**src/rtl/aes_pkg.sv**
```systemverilog
`default_nettype none
// +--------------------------------------------------------------------+
// | aes_pkg : shared AES widths, feeder FSM states, column slice helper |
// | Revision: 1.0                                                      |
// +--------------------------------------------------------------------+
package aes_pkg;

   localparam int AES_STATE_W  = 128;
   localparam int AES_COL_W    = 32;
   localparam int AES_NUM_COLS = 4;

   typedef enum logic [0:0] {
      IDLE = 1'b0,
      SEND = 1'b1
   } feeder_state_e;

   // Column 0 sits in the most significant word of the state.
   function automatic logic [AES_COL_W-1:0] col_sel(input logic [AES_STATE_W-1:0] state,
                                                    input logic [1:0]             idx);
      logic [AES_COL_W-1:0] col;
      col = '0;
      case (idx)
         2'd0:    col = state[127:96];
         2'd1:    col = state[95:64];
         2'd2:    col = state[63:32];
         default: col = state[31:0];
      endcase
      return col;
   endfunction

endpackage
`default_nettype wire

```
**src/rtl/add_round_key.sv**
```systemverilog
`default_nettype none
// +--------------------------------------------------------------------+
// | add_round_key : combinational AddRoundKey (state XOR round key)     |
// | Revision: 1.0                                                      |
// +--------------------------------------------------------------------+
module add_round_key
   import aes_pkg::*;
(
   input  logic [AES_STATE_W-1:0] state_in,
   input  logic [AES_STATE_W-1:0] round_key,
   output logic [AES_STATE_W-1:0] state_out
);

   assign state_out = state_in ^ round_key;

endmodule
`default_nettype wire

```
**src/rtl/inv_round_col_feeder.sv**
```systemverilog
`default_nettype none
// +--------------------------------------------------------------------+
// | inv_round_col_feeder : AddRoundKey then column-serial streaming     |
// | Revision: 1.0                                                      |
// +--------------------------------------------------------------------+
module inv_round_col_feeder
   import aes_pkg::*;
#(
   parameter int NUM_COLS = 4,
   parameter int COL_W    = 32
) (
   input  logic                   clk,
   input  logic                   rst,
   input  logic                   in_valid,
   output logic                   in_ready,
   input  logic [AES_STATE_W-1:0] state_in,
   input  logic [AES_STATE_W-1:0] round_key,
   input  logic                   last_round,
   input  logic                   abort,
   output logic [COL_W-1:0]       col_out,
   output logic [1:0]             col_idx,
   output logic                   col_valid,
   input  logic                   col_ready,
   output logic                   col_last,
   output logic                   col_bypass,
   output logic                   blk_done
);

   localparam logic [1:0] LAST_IDX = 2'(NUM_COLS - 1);

   feeder_state_e          state_q, state_d;
   logic [AES_STATE_W-1:0] state_reg_q, state_reg_d;
   logic [AES_STATE_W-1:0] keyed_state;
   logic [1:0]             col_idx_q, col_idx_d;
   logic                   bypass_q, bypass_d;
   logic                   blk_done_q, blk_done_d;

   add_round_key u_add_round_key (
      .state_in  (state_in),
      .round_key (round_key),
      .state_out (keyed_state)
   );

   always_comb begin
      state_d     = state_q;
      state_reg_d = state_reg_q;
      col_idx_d   = col_idx_q;
      bypass_d    = bypass_q;
      blk_done_d  = 1'b0;
      if (state_q == IDLE) begin
         // abort outranks a new block arriving in the same cycle
         if (in_valid && !abort) begin
            state_reg_d = keyed_state;
            bypass_d    = last_round;
            col_idx_d   = 2'd0;
            state_d     = SEND;
         end
      end else begin
         if (abort) begin
            state_d   = IDLE;
            col_idx_d = 2'd0;
         end else if (col_ready) begin
            if (col_idx_q == LAST_IDX) begin
               state_d    = IDLE;
               col_idx_d  = 2'd0;
               blk_done_d = 1'b1;
            end else begin
               col_idx_d = col_idx_q + 2'd1;
            end
         end
      end
   end

   always_ff @(posedge clk) begin
      if (rst) begin
         state_q     <= IDLE;
         state_reg_q <= '0;
         col_idx_q   <= 2'd0;
         bypass_q    <= 1'b0;
         blk_done_q  <= 1'b0;
      end else begin
         state_q     <= state_d;
         state_reg_q <= state_reg_d;
         col_idx_q   <= col_idx_d;
         bypass_q    <= bypass_d;
         blk_done_q  <= blk_done_d;
      end
   end

   assign in_ready   = (state_q == IDLE);
   assign col_valid  = (state_q == SEND);
   assign col_out    = col_sel(state_reg_q, col_idx_q);
   assign col_idx    = col_idx_q;
   assign col_last   = col_valid && (col_idx_q == LAST_IDX);
   assign col_bypass = bypass_q;
   assign blk_done   = blk_done_q;

endmodule
`default_nettype wire

```
**config.mk**
```make
export PLATFORM = sky130hd
export DESIGN_NAME = inv_round_col_feeder
export DESIGN_NICKNAME = d
export VERILOG_FILES = /design/src/rtl/aes_pkg.sv /design/src/rtl/add_round_key.sv /design/src/rtl/inv_round_col_feeder.sv
export SDC_FILE = /design/constraint.sdc
export NUM_CORES = 1
export LEC_CHECK = 0
export CELL_PAD_IN_SITES_DETAIL_PLACEMENT = 0
export CELL_PAD_IN_SITES_GLOBAL_PLACEMENT = 1
export CORE_MARGIN = 1.5
export CORE_UTILIZATION = 32
export DETAILED_ROUTE_END_ITERATION = 8
export PLACE_DENSITY_LB_ADDON = 0.1
export SLEW_MARGIN = 20
export SYNTH_ARGS = -nofsm -noshare
export SYNTH_HDL_FRONTEND = slang
export SYNTH_SLANG_ARGS = --single-unit
```
**constraint.sdc**
```tcl
create_clock -name clk -period 3.57 [get_ports clk]
set_input_delay 0.714 -clock clk [delete_from_list [all_inputs] [get_ports clk]]
set_output_delay 0.714 -clock clk [all_outputs]
set_load 0.05 [all_outputs]
```
* Word level (Yosys, flattened, before mapping)
Index checks and enable logic that the tools add are counted.
** Word-level totals
- Input bits :: 262
- RAM bits :: 0
- Bits in latches :: 0
- Word-level logic and storage cells :: 33
- Bits in read-only memories :: 0
- Bits in registers :: 133
- Memories kept :: 0
** Cells by class
- Reduce and logical (&&, ||, !) cells :: 8
- Eq/ne operators :: 4
- Shifts and indexed selects :: 0
- Add/subtract/negate cells :: 1
- $lt $le $gt $ge :: 0
- Divide/modulo/power cells :: 0
- Mux-type cells :: 12
- Multipliers :: 0
- Bitwise logic cells :: 3
** Operator list (count)
- $xor A128 B128 Y128 :: 1
- $pmux W32 S3 :: 1
- $mux W2 :: 5
- $mux W1 :: 6
- $eq A2 B2 Y1 const B :: 2
- $reduce_and A2 Y1 :: 2
- $reduce_or A4 Y1 :: 1
- $ne A3 B3 Y1 const B :: 1
- $add A2 B1 Y2 const B :: 1
- $eq A2 B1 Y1 const B :: 1
- $logic_and A1 B1 Y1 :: 2
- $logic_not A2 Y1 :: 1
- $not A1 Y1 :: 2
- $reduce_bool A2 Y1 :: 1
- $logic_not A1 Y1 :: 1

* Logic depth before layout (Yosys ltp)
- Word-level depth :: 5
- Depth in mapped cells :: 5
- Mapped depth without buffers :: 5

* By module
From an unflattened synthesis, not the netlist that was laid out.
** Unflattened totals
- Cell total of the unflattened synthesis :: 824
- Area total of the unflattened synthesis :: 6660.1 µm²
** By module, submodules not included
- inv_round_col_feeder :: area an instance 5539.1 µm², times used 1, cells each 696
- add_round_key :: area an instance 1121.1 µm², times used 1, cells each 128

* Worst setup path after synthesis
Ideal clock, no wire load.
- Path kind :: register to output
- Start :: reg col_idx_q[0], in the netlist col_idx[0]
- End :: out col_out[11]
- Path buffers :: 2
- Stages on the path, launching flop included :: 5
- Data required time :: 2856 ps
- Setup slack :: 436 ps
- Arrival :: 2420 ps
- Cell sequence :: dfxtp_1 > ha_1 > clkbuf_1 > buf_2 > mux2i_1
** Between the ends
- Cells in the longest elaborated chain, start to end :: 2
** RTL lines
- from (decl) :: line inv_round_col_feeder.sv:34 : logic [1:0] col_idx_q, col_idx_d;
- from (signal assigned) :: line inv_round_col_feeder.sv:84 : col_idx_q <= col_idx_d;
- $eq A2 B2 Y1, or another cell as far along :: line aes_pkg.sv:22 : case (idx)
- $pmux W32 S3 * :: line aes_pkg.sv:22
- to (decl) :: line inv_round_col_feeder.sv:20 : output logic [COL_W-1:0] col_out,
Mark *: on every way between the ends. The rest lies on a longest branch, timed or not.

* Worst setup path after layout
- Start :: reg col_idx_q[0], in the netlist col_idx[0]
- End :: out col_out[27]
The elaborated chain is that of the path after synthesis.

==> impl_metrics.yaml <==
worst_setup_path:
  cp.arrival_ps: 2680
  required_ps: 2860
  critPathLaunchType: "flop"
  cp_max_fo: 32
  setup.worst_path.class: "flop to primary output"
  r2r_cells: 4
  crit_path_end_kind: "primary output"
final_layout:
  final_common_cell: "clkdlybuf4s50_1"
  fill_cells: 1875
  final_cell_mix: "275 x clkdlybuf4s50_1, 133 x dfxtp_1, 130 x nor2_1"
  fin_nets: 1231
  stdcell_count: 1239
  drive_gt1_share_pct: 7.70
  diodes: 0
  area_growth_pct: 56.0
die:
  ios: 301
  fp.dieW_um: 146
  die_h_um: 146
  die_area_um2: 21200
  core_area_um2: 19700
  fp-row-count: 51
  start_util_pct: 33.0
clocking:
  clock_sinks: 133
  cts_setup_buffers: 0
  cts_max_path_buffers: 2
  cts_tree: "done"
  cts_hold_buf: 0
  htreeDepth: 4
  cts-root-buf: "clkbuf_16"
  clk_pin_slew_ps: 50
  cts_buffers: 17
  clk-insertion-delay-late_ps: 410
yosys:
  yosysWarnings: 0
  syn-instance-count: 694
  syn_nets: 960
  synth.distinct_cells: 24
  synth-seq-cells: 133
  netlist_area_um2: 6500
  syn_area_per_cell_um2: 9.37
  seq_area_frac_synth_pct: 41.0
global_routing:
  grt_pass1_wl_um: 31400
  antenna_found_initial: 0
  grtUsageTotal_pct: 19.0
  grt.overflow.total: 0
  grt_pass1_vias: 5994
  grt_start_max_net_pins: 143
drt:
  drcViolationCount: 0
  vias: 5873
  avgRoutedWirePerCell_um: 15.9
  drtIter0Drc: 406
  drtPass1Iterations: 7
  antenna_left: 0
  drt_wl_total_um: 19700
  vias_per_cell: 4.74
power_and_ir_drop:
  leakage_nw: 3.41
  power_frac_clock_pct: 37.4
  p_sw_mw: 1.07
  switching_share_pct: 26.1
  p_seq_share_pct: 40.3
  powerDensity_nw_per_um2: 404
  internal_power_mw: 3.03
  irDropWorstVdd_mv: 0.262
  p_total_mw: 4.10
  pwr-share-comb_pct: 22.4
sta:
  finClkSkew_ps: 2.83
  fmax_ghz: 0.294
  tns_ps: 0
  worst_pin_slew_ps: 823
  report.final.slew_viol_count: 0
  fin_crit_ps: 3400
  timing.hold.ws_ps: 494
  min_period_over_period_pct: 95.1
  relSlewSlack_pct: 45.1
  setup_viol: 0
  finalHoldViolations: 0
hold_path:
  holdCritPathClass: "flop to flop"
  hold_depth: 2
placement:
  dp_hpwl_um: 14900
  gp_congestion: 0.778
  placed_cells: 1211
  numPortBuffers: 300
flow_run:
  maxCapViolCount: 0
outcome:
  status: "completed"
-- Yosys cell counts --
master / number / area share [%]
nand3_1: 2 / 0.15
a222oi_1: 32 / 4.9
inv_1: 35 / 2.0
nor2b_1: 2 / 0.19
nor2_1: 130 / 7.5
clkbuf_1: 24 / 1.4
a21oi_1: 1 / 0.077
buf_2: 20 / 1.5
nor3_1: 1 / 0.077
and2_1: 1 / 0.096
mux2i_1: 33 / 5.1
nor3b_2: 1 / 0.19
a211oi_2: 10 / 1.9
a211oi_1: 118 / 14
o21ai_0: 2 / 0.15
dfxtp_1: 133 / 41
nor3b_1: 1 / 0.12
and4b_1: 1 / 0.15
buf_4: 12 / 1.4
mux2_2: 1 / 0.17
nand2b_1: 1 / 0.096
ha_1: 4 / 0.77
xnor2_1: 128 / 17
a32oi_1: 1 / 0.13
-- registers in the layout, indices dropped and copies added, names as in the netlist --
signal / flops
col_valid: 1
blk_done: 1
col_idx: 2
col_bypass: 1
state_reg_q: 128
-- stage by stage --
step | cell area (um2) | util, % | setup WS [ps]
2_1_floorplan | 6500 | - | 436
3_3_place_gp | 9590 | 48.7 | 409
3_5_place_dp | 9590 | 48.7 | 430
4_1_cts | 10100 | 51.3 | -6.44
5_1_grt | 10100 | 51.4 | -5.59
6_report | 10100 | 51.4 | 174
-- worst paths after layout --
kind,from,endpoint,slack (ps)
setup / recovery,col_idx[0],col_out[27],170
hold / removal,col_bypass,col_bypass,490
setup reg to reg,col_valid,state_reg_q[45],1940
hold reg to reg,col_bypass,col_bypass,490
-- layer usage --
metal / GRT usage, % / up-vias / share of wire, %
met4: 6.53 / 0 / 2.0
met3: 4.61 / 22 / 6.5
met5: 0 / - / 0
li1: - / 3013 / -
met2: 35.0 / 221 / 52
met1: 21.3 / 2617 / 40
-- power groups by stage --
stage	Sequential, mW	Combinational [mW]	Clock (mW)
floorplan	1.66	0.472	0
global placement	1.68	0.924	0
detailed placement	1.68	0.926	0
CTS	1.65	0.931	1.57
global route	1.66	0.996	1.64
finish	1.65	0.916	1.53
-- logic make-up (layout without fill, tap and decap cells) --
group           Yosys count  in the layout  share of synthesized area [%]
compound gates          164            164                           20.8
simple gates            140            140                           8.59
flops                   133            133                           41.0
xor+xnor                128            128                           17.2
buf+inv                  91            371                           6.33
mux                      34             34                           5.26
fa+ha+maj                 4              4                          0.770
-- critical path, stage by stage (launching register included) --
cell	delay (ps)
dfxtp_1	490
inv_1	170
ha_4	330
a222oi_1	400
mux2i_1	140
clkdlybuf4s50_1	740
-- layout make-up --
cell class	instances	area, um2	area share [%]
multi-input cells	470	3470	34.2
repair buffers	308	3030	29.8
flip-flops and latches	133	2660	26.3
clock buffers	23	488	4.81
well taps	265	332	3.27
inverters	35	131	1.30
clock inverters	5	27.5	0.272
-- what timing repair did --
item	CTS	global route
endpoints found under the hold margin	0	0
endpoints found under the setup margin	3	8
resized for setup	1	2
Power figures use the tool's default switching activity.
==> variant 1, RTL diff (same flow settings) <==
Add an input register stage for `round_key`, cleared by the reset; this delays it by one clock. The other inputs are not delayed to match.
--- a/src/rtl/inv_round_col_feeder.sv
+++ b/src/rtl/inv_round_col_feeder.sv
@@ -28,6 +28,16 @@
 
    localparam logic [1:0] LAST_IDX = 2'(NUM_COLS - 1);
 
+   logic [AES_STATE_W-1:0] round_key_q;
+
+   always_ff @(posedge clk) begin
+      if (rst) begin
+         round_key_q <= '0;
+      end else begin
+         round_key_q <= round_key;
+      end
+   end
+
    feeder_state_e          state_q, state_d;
    logic [AES_STATE_W-1:0] state_reg_q, state_reg_d;
    logic [AES_STATE_W-1:0] keyed_state;
@@ -37,7 +47,7 @@
 
    add_round_key u_add_round_key (
       .state_in  (state_in),
-      .round_key (round_key),
+      .round_key (round_key_q),
       .state_out (keyed_state)
    );
 
Check against the original RTL: not equivalent (a bounded check fails within 4 cycles, from zero or initial values and one cycle with rst high).
==> variant 1 against the unedited design <==
  * Highest routed layer is now met5
  * Synthesized cell count up 39%
  * Final area up 40%
  * Die area up 51%
  * Power up 77%
  * Sequential cell count up 128
  * Routed wire length up 38%
  * Clock power up 100%
  * Largest cell class is now sequential cells
  * Worst setup slack better by 0.032 ns
  * Via count up 26%
  * Area after synthesis up 53%
  * Critical path depth up 1
  * Register-to-register slack worse by 0.11 ns
==> variant 1: results (changes against the unedited design) <==
post-DR vias/cell 4.48 (-5.4%); wire length of the first global-routing pass 39.6 mm (+26%); Least-Margin Pin Slew 0.790 ns (-0.0330 ns); number of sinks on the clock net 261 (+96%); sequential share of power 43.8% (+3.5 points); share of layout cells above drive strength 1 8.10% (+0.40 points); nets in the synthesized netlist 1230 (+28%); half-perimeter wire length after detailed placement 19.1 mm (+28%); htree depth 1 (-3); CP Max Fanout 23 (-28%); Leakage Power 5.04 nW (+48%); switching portion of total power 23.9% (-2.3 points); period utilization 94.3% (-0.89 points); highest-delay cell along the critical path a222oi_1; count of clock buffers in the final design 46 (+100%); PwrDens 511 mW/mm2 (+27%); met1 track demand over resource in global routing 19.3% (-2.0 points); sequential cell area in the final layout 0.00523 mm2 (+96%); signal buffers share of area 21.6% (-8.2 points); number of buffers added by the clock tree synthesis step 30 (+13); clock latency on the worst-skew pair 0.54 ns (+0.13 ns); launch instance of the worst min-delay path state_reg_q[87]$_SDFFE_PP0P_; DRT iter0 DRCs 522 (+29%); maximum count of clock buffers along a single path 3 (+1); largest incremental delay on the critical path 0.53 ns (-0.21 ns); final wirelength 27.2 mm (+38%); leading cell types by total area after synthesis dfxtp_1, xnor2_1, a211oi_1; #MultiIn Comb 598 (+27%); global routing met3 resource utilization 5.17% (+0.57 points); final estimated routing congestion in global placement 0.763 (-2.0%); share of synthesized registers carrying an async set or reset 0% (unchanged); GR Util met2 28.7% (-6.3 points); multi-input logic area 0.00427 mm2 (+23%); sequential-to-total area share from yosys stat 52.7% (+12 points); Final Net Count 1503 (+22%); Reg2Reg Setup Slack 1.83 ns (-0.11 ns); overall fraction of global-route tracks in use 16.3% (-2.7 points); largest net degree at the start of global routing 118 (-17%); count of fill cells added during filler insertion 2935 (+57%); leading cell types by count after synthesis dfxtp_1, nor2_1, nor2b_1; pre-CTS setup slack 0.362 ns (-0.0675 ns); number of antenna violations at the first check in global routing 4 (+4); Pre-antenna DRT Iters 8 (+1); total of cells resized after clock tree synthesis 8 (+7); number of diodes 1 (+1); Worst Hold Path EP state_reg_q[87]$_SDFFE_PP0P_; worst path arrival time 2.65 ns (-0.03 ns); crit path capture col_out[20]; run status finished clean; Layout Skew 0.00643 ns (+0.00360 ns); number of global-route vias before repair 7051 (+18%); Comb power 0.977 mW (+6.7%); VDD IR-drop max 0.311 mV (+19%); FF-to-FF End state_reg_q[12]$_SDFFE_PP0P_
variant 1: changes by cell type after synthesis, sizes merged:
cell	delta
buf	+4
nor2b	+128
clkbuf	+10
dfxtp	+128
variant 1: metal layers:
metal | routed length (um) | vias up
li1 | - | 3829
met1 | 11100 | 3317
met2 | 13300 | 237
met3 | 2290 | 36
met4 | 475 | 4
met5 | 29 | -
variant 1: cells by family after synthesis:
kind of cell	after synthesis	share of synthesized area [%]
flip-flops	261	52.7
multiplexers	34	3.44
XOR/XNOR	128	11.3
AO/OA/AOI/OAI	164	13.7
adder cells (fa/ha/maj)	4	0.505
buffers and inverters	105	4.68
AND/OR/NAND/NOR	268	13.7
variant 1: stage by stage:
| stage | area (um2) | hold WS, ns | instances |
|---|---|---|---|
| global placement | 13200 | 0.476 | 1601 |
| CTS | 14200 | 0.499 | 1655 |
| detailed placement | 13200 | 0.487 | 1601 |
| finish | 14200 | 0.496 | 1656 |
| global route | 14200 | 0.513 | 1655 |
| floorplan | 9920 | 0.477 | 964 |
==> variant 2, RTL diff (same flow settings) <==
Without the edit above. Make the reset (`rst`) asynchronous in one clocked block.
--- a/src/rtl/inv_round_col_feeder.sv
+++ b/src/rtl/inv_round_col_feeder.sv
@@ -71,7 +71,7 @@
       end
    end
 
-   always_ff @(posedge clk) begin
+   always_ff @(posedge clk or posedge rst) begin
       if (rst) begin
          state_q     <= IDLE;
          state_reg_q <= '0;
Formal check against the unedited RTL: differs if rst is asserted again (counterexample within 4 cycles, from zero or initial values and one cycle with rst high); with rst held inactive, the same outputs for 10 cycles.
==> variant 2 against the unedited design <==
  * Non-clock buffer count grew 8
  * Final area rose by 8.9%
  * Worst setup slack lost 0.017 ns
  * Largest cell class unchanged
  * Area after synthesis increased by 11%
  * Sequential cell count stayed put
  * Routed wire length shrank 3.1%
  * Power increased by 38%
  * First-iteration DRC count decreased by 28%
  * Largest power group is now clock
==> variant 2: results (changes against the unedited design) <==
pre-CTS setup slack 0.434 ns (+0.00457 ns); share of synthesized registers carrying an async set or reset 100% (+100 points); launch instance of the worst min-delay path col_bypass$_DFFE_PP0P_; sequential cell area in the final layout 0.00333 mm2 (+25%); utilization after layout 50.1% (-1.3 points); number of cells after detailed placement 1234 (+1.9%); multi-input logic area 0.00344 mm2 (-0.97%); final hold slack 0.511 ns (+0.0170 ns); count of clock buffers in the final design 19 (-17%); count of fill cells added during filler insertion 2105 (+12%); routed length on met3 1.28 mm (+0.31%); largest net degree at the start of global routing 134 (-6.3%); post-DR vias/cell 4.45 (-6.0%); FF-to-FF End state_reg_q[12]$_DFFE_PP0P_; xor and xnor fraction of the mapped netlist area 15.5% (-1.8 points); Comb power 1.74 mW (+90%); Post-Synth Adder-Cell Area 0.864% (+0.094 points); DRT iter0 DRCs 293 (-28%); VDD IR-drop max 0.278 mV (+5.9%); leading cell types by count after synthesis dfrtp_1, nor2_1, xnor2_1; overall fraction of global-route tracks in use 16.7% (-2.3 points); detailed route wirelength on metal2 9.56 mm (-6.6%); Pre-antenna DRT Iters 8 (+1); sequential-to-total area share from yosys stat 46.0% (+5.0 points); met1 track demand over resource in global routing 20.8% (-0.54 points); number of antenna violations at the first check in global routing 1 (+1); largest incremental delay on the critical path 0.72 ns (-0.02 ns); min-delay worst type register to register; GR Util met2 28.2% (-6.7 points); cell area reported after detailed placement 0.0103 mm2 (+7.6%); signal buffers share of area 28.1% (-1.7 points); #MultiIn Comb 467 (-0.64%); topmost layer with routed signal wires met5; Leakage Power 4.20 nW (+23%); DR vias 5635 (-4.1%); Clock Network Area Fraction 6.08% (+0.99 points); final estimated routing congestion in global placement 0.711 (-8.5%); Layout Skew 0.00673 ns (+0.00390 ns); final wirelength 19.1 mm (-3.1%); share of layout cells above drive strength 1 16.9% (+9.2 points); non-clock buffer instance count of the final layout 316 (+2.6%); power in the clock group 1.98 mW (+29%); worst path arrival time 2.70 ns (+0.02 ns); number of global-route vias before repair 5728 (-4.4%); mux cell area share after synthesis 4.72% (-0.54 points); Reg2Reg Setup Slack 1.75 ns (-0.19 ns); nets in the synthesized netlist 947 (-1.4%); relative slew slack 45.5% (+0.33 points); Min-Delay Path Depth 1 (-1); M1 wire length 8.00 mm (+2.2%); Worst Hold Path EP col_bypass$_DFFE_PP0P_; run status finished clean; most common flop cell mapped by yosys dfrtp_1; CP Max Fanout 23 (-28%); worst reg2reg path depth 4 (unchanged)
variant 2: worst max-delay path by stage:
stage | from | to | slack (ns) | cells past startpoint
2_1_floorplan | col_idx[0]$_DFFE_PP0P_ | col_out[0] | 0.54 | 4
3_3_place_gp | col_idx[0]$_DFFE_PP0P_ | col_out[23] | 0.51 | 5
3_5_place_dp | col_idx[0]$_DFFE_PP0P_ | col_out[24] | 0.43 | 5
4_1_cts | col_idx[0]$_DFFE_PP0P_ | col_out[28] | 0.03 | 5
5_1_grt | col_idx[0]$_DFFE_PP0P_ | col_out[23] | 0.01 | 5
6_report | col_idx[0]$_DFFE_PP0P_ | col_out[23] | 0.16 | 5
variant 2: timing repair:
| item | in CTS | in global routing |
|---|---|---|
| gates resized for setup | 2 | 2 |
| endpoints found under the setup margin | 4 | 9 |
| gates cloned | 0 | 0 |
| hold buffers | 0 | 0 |
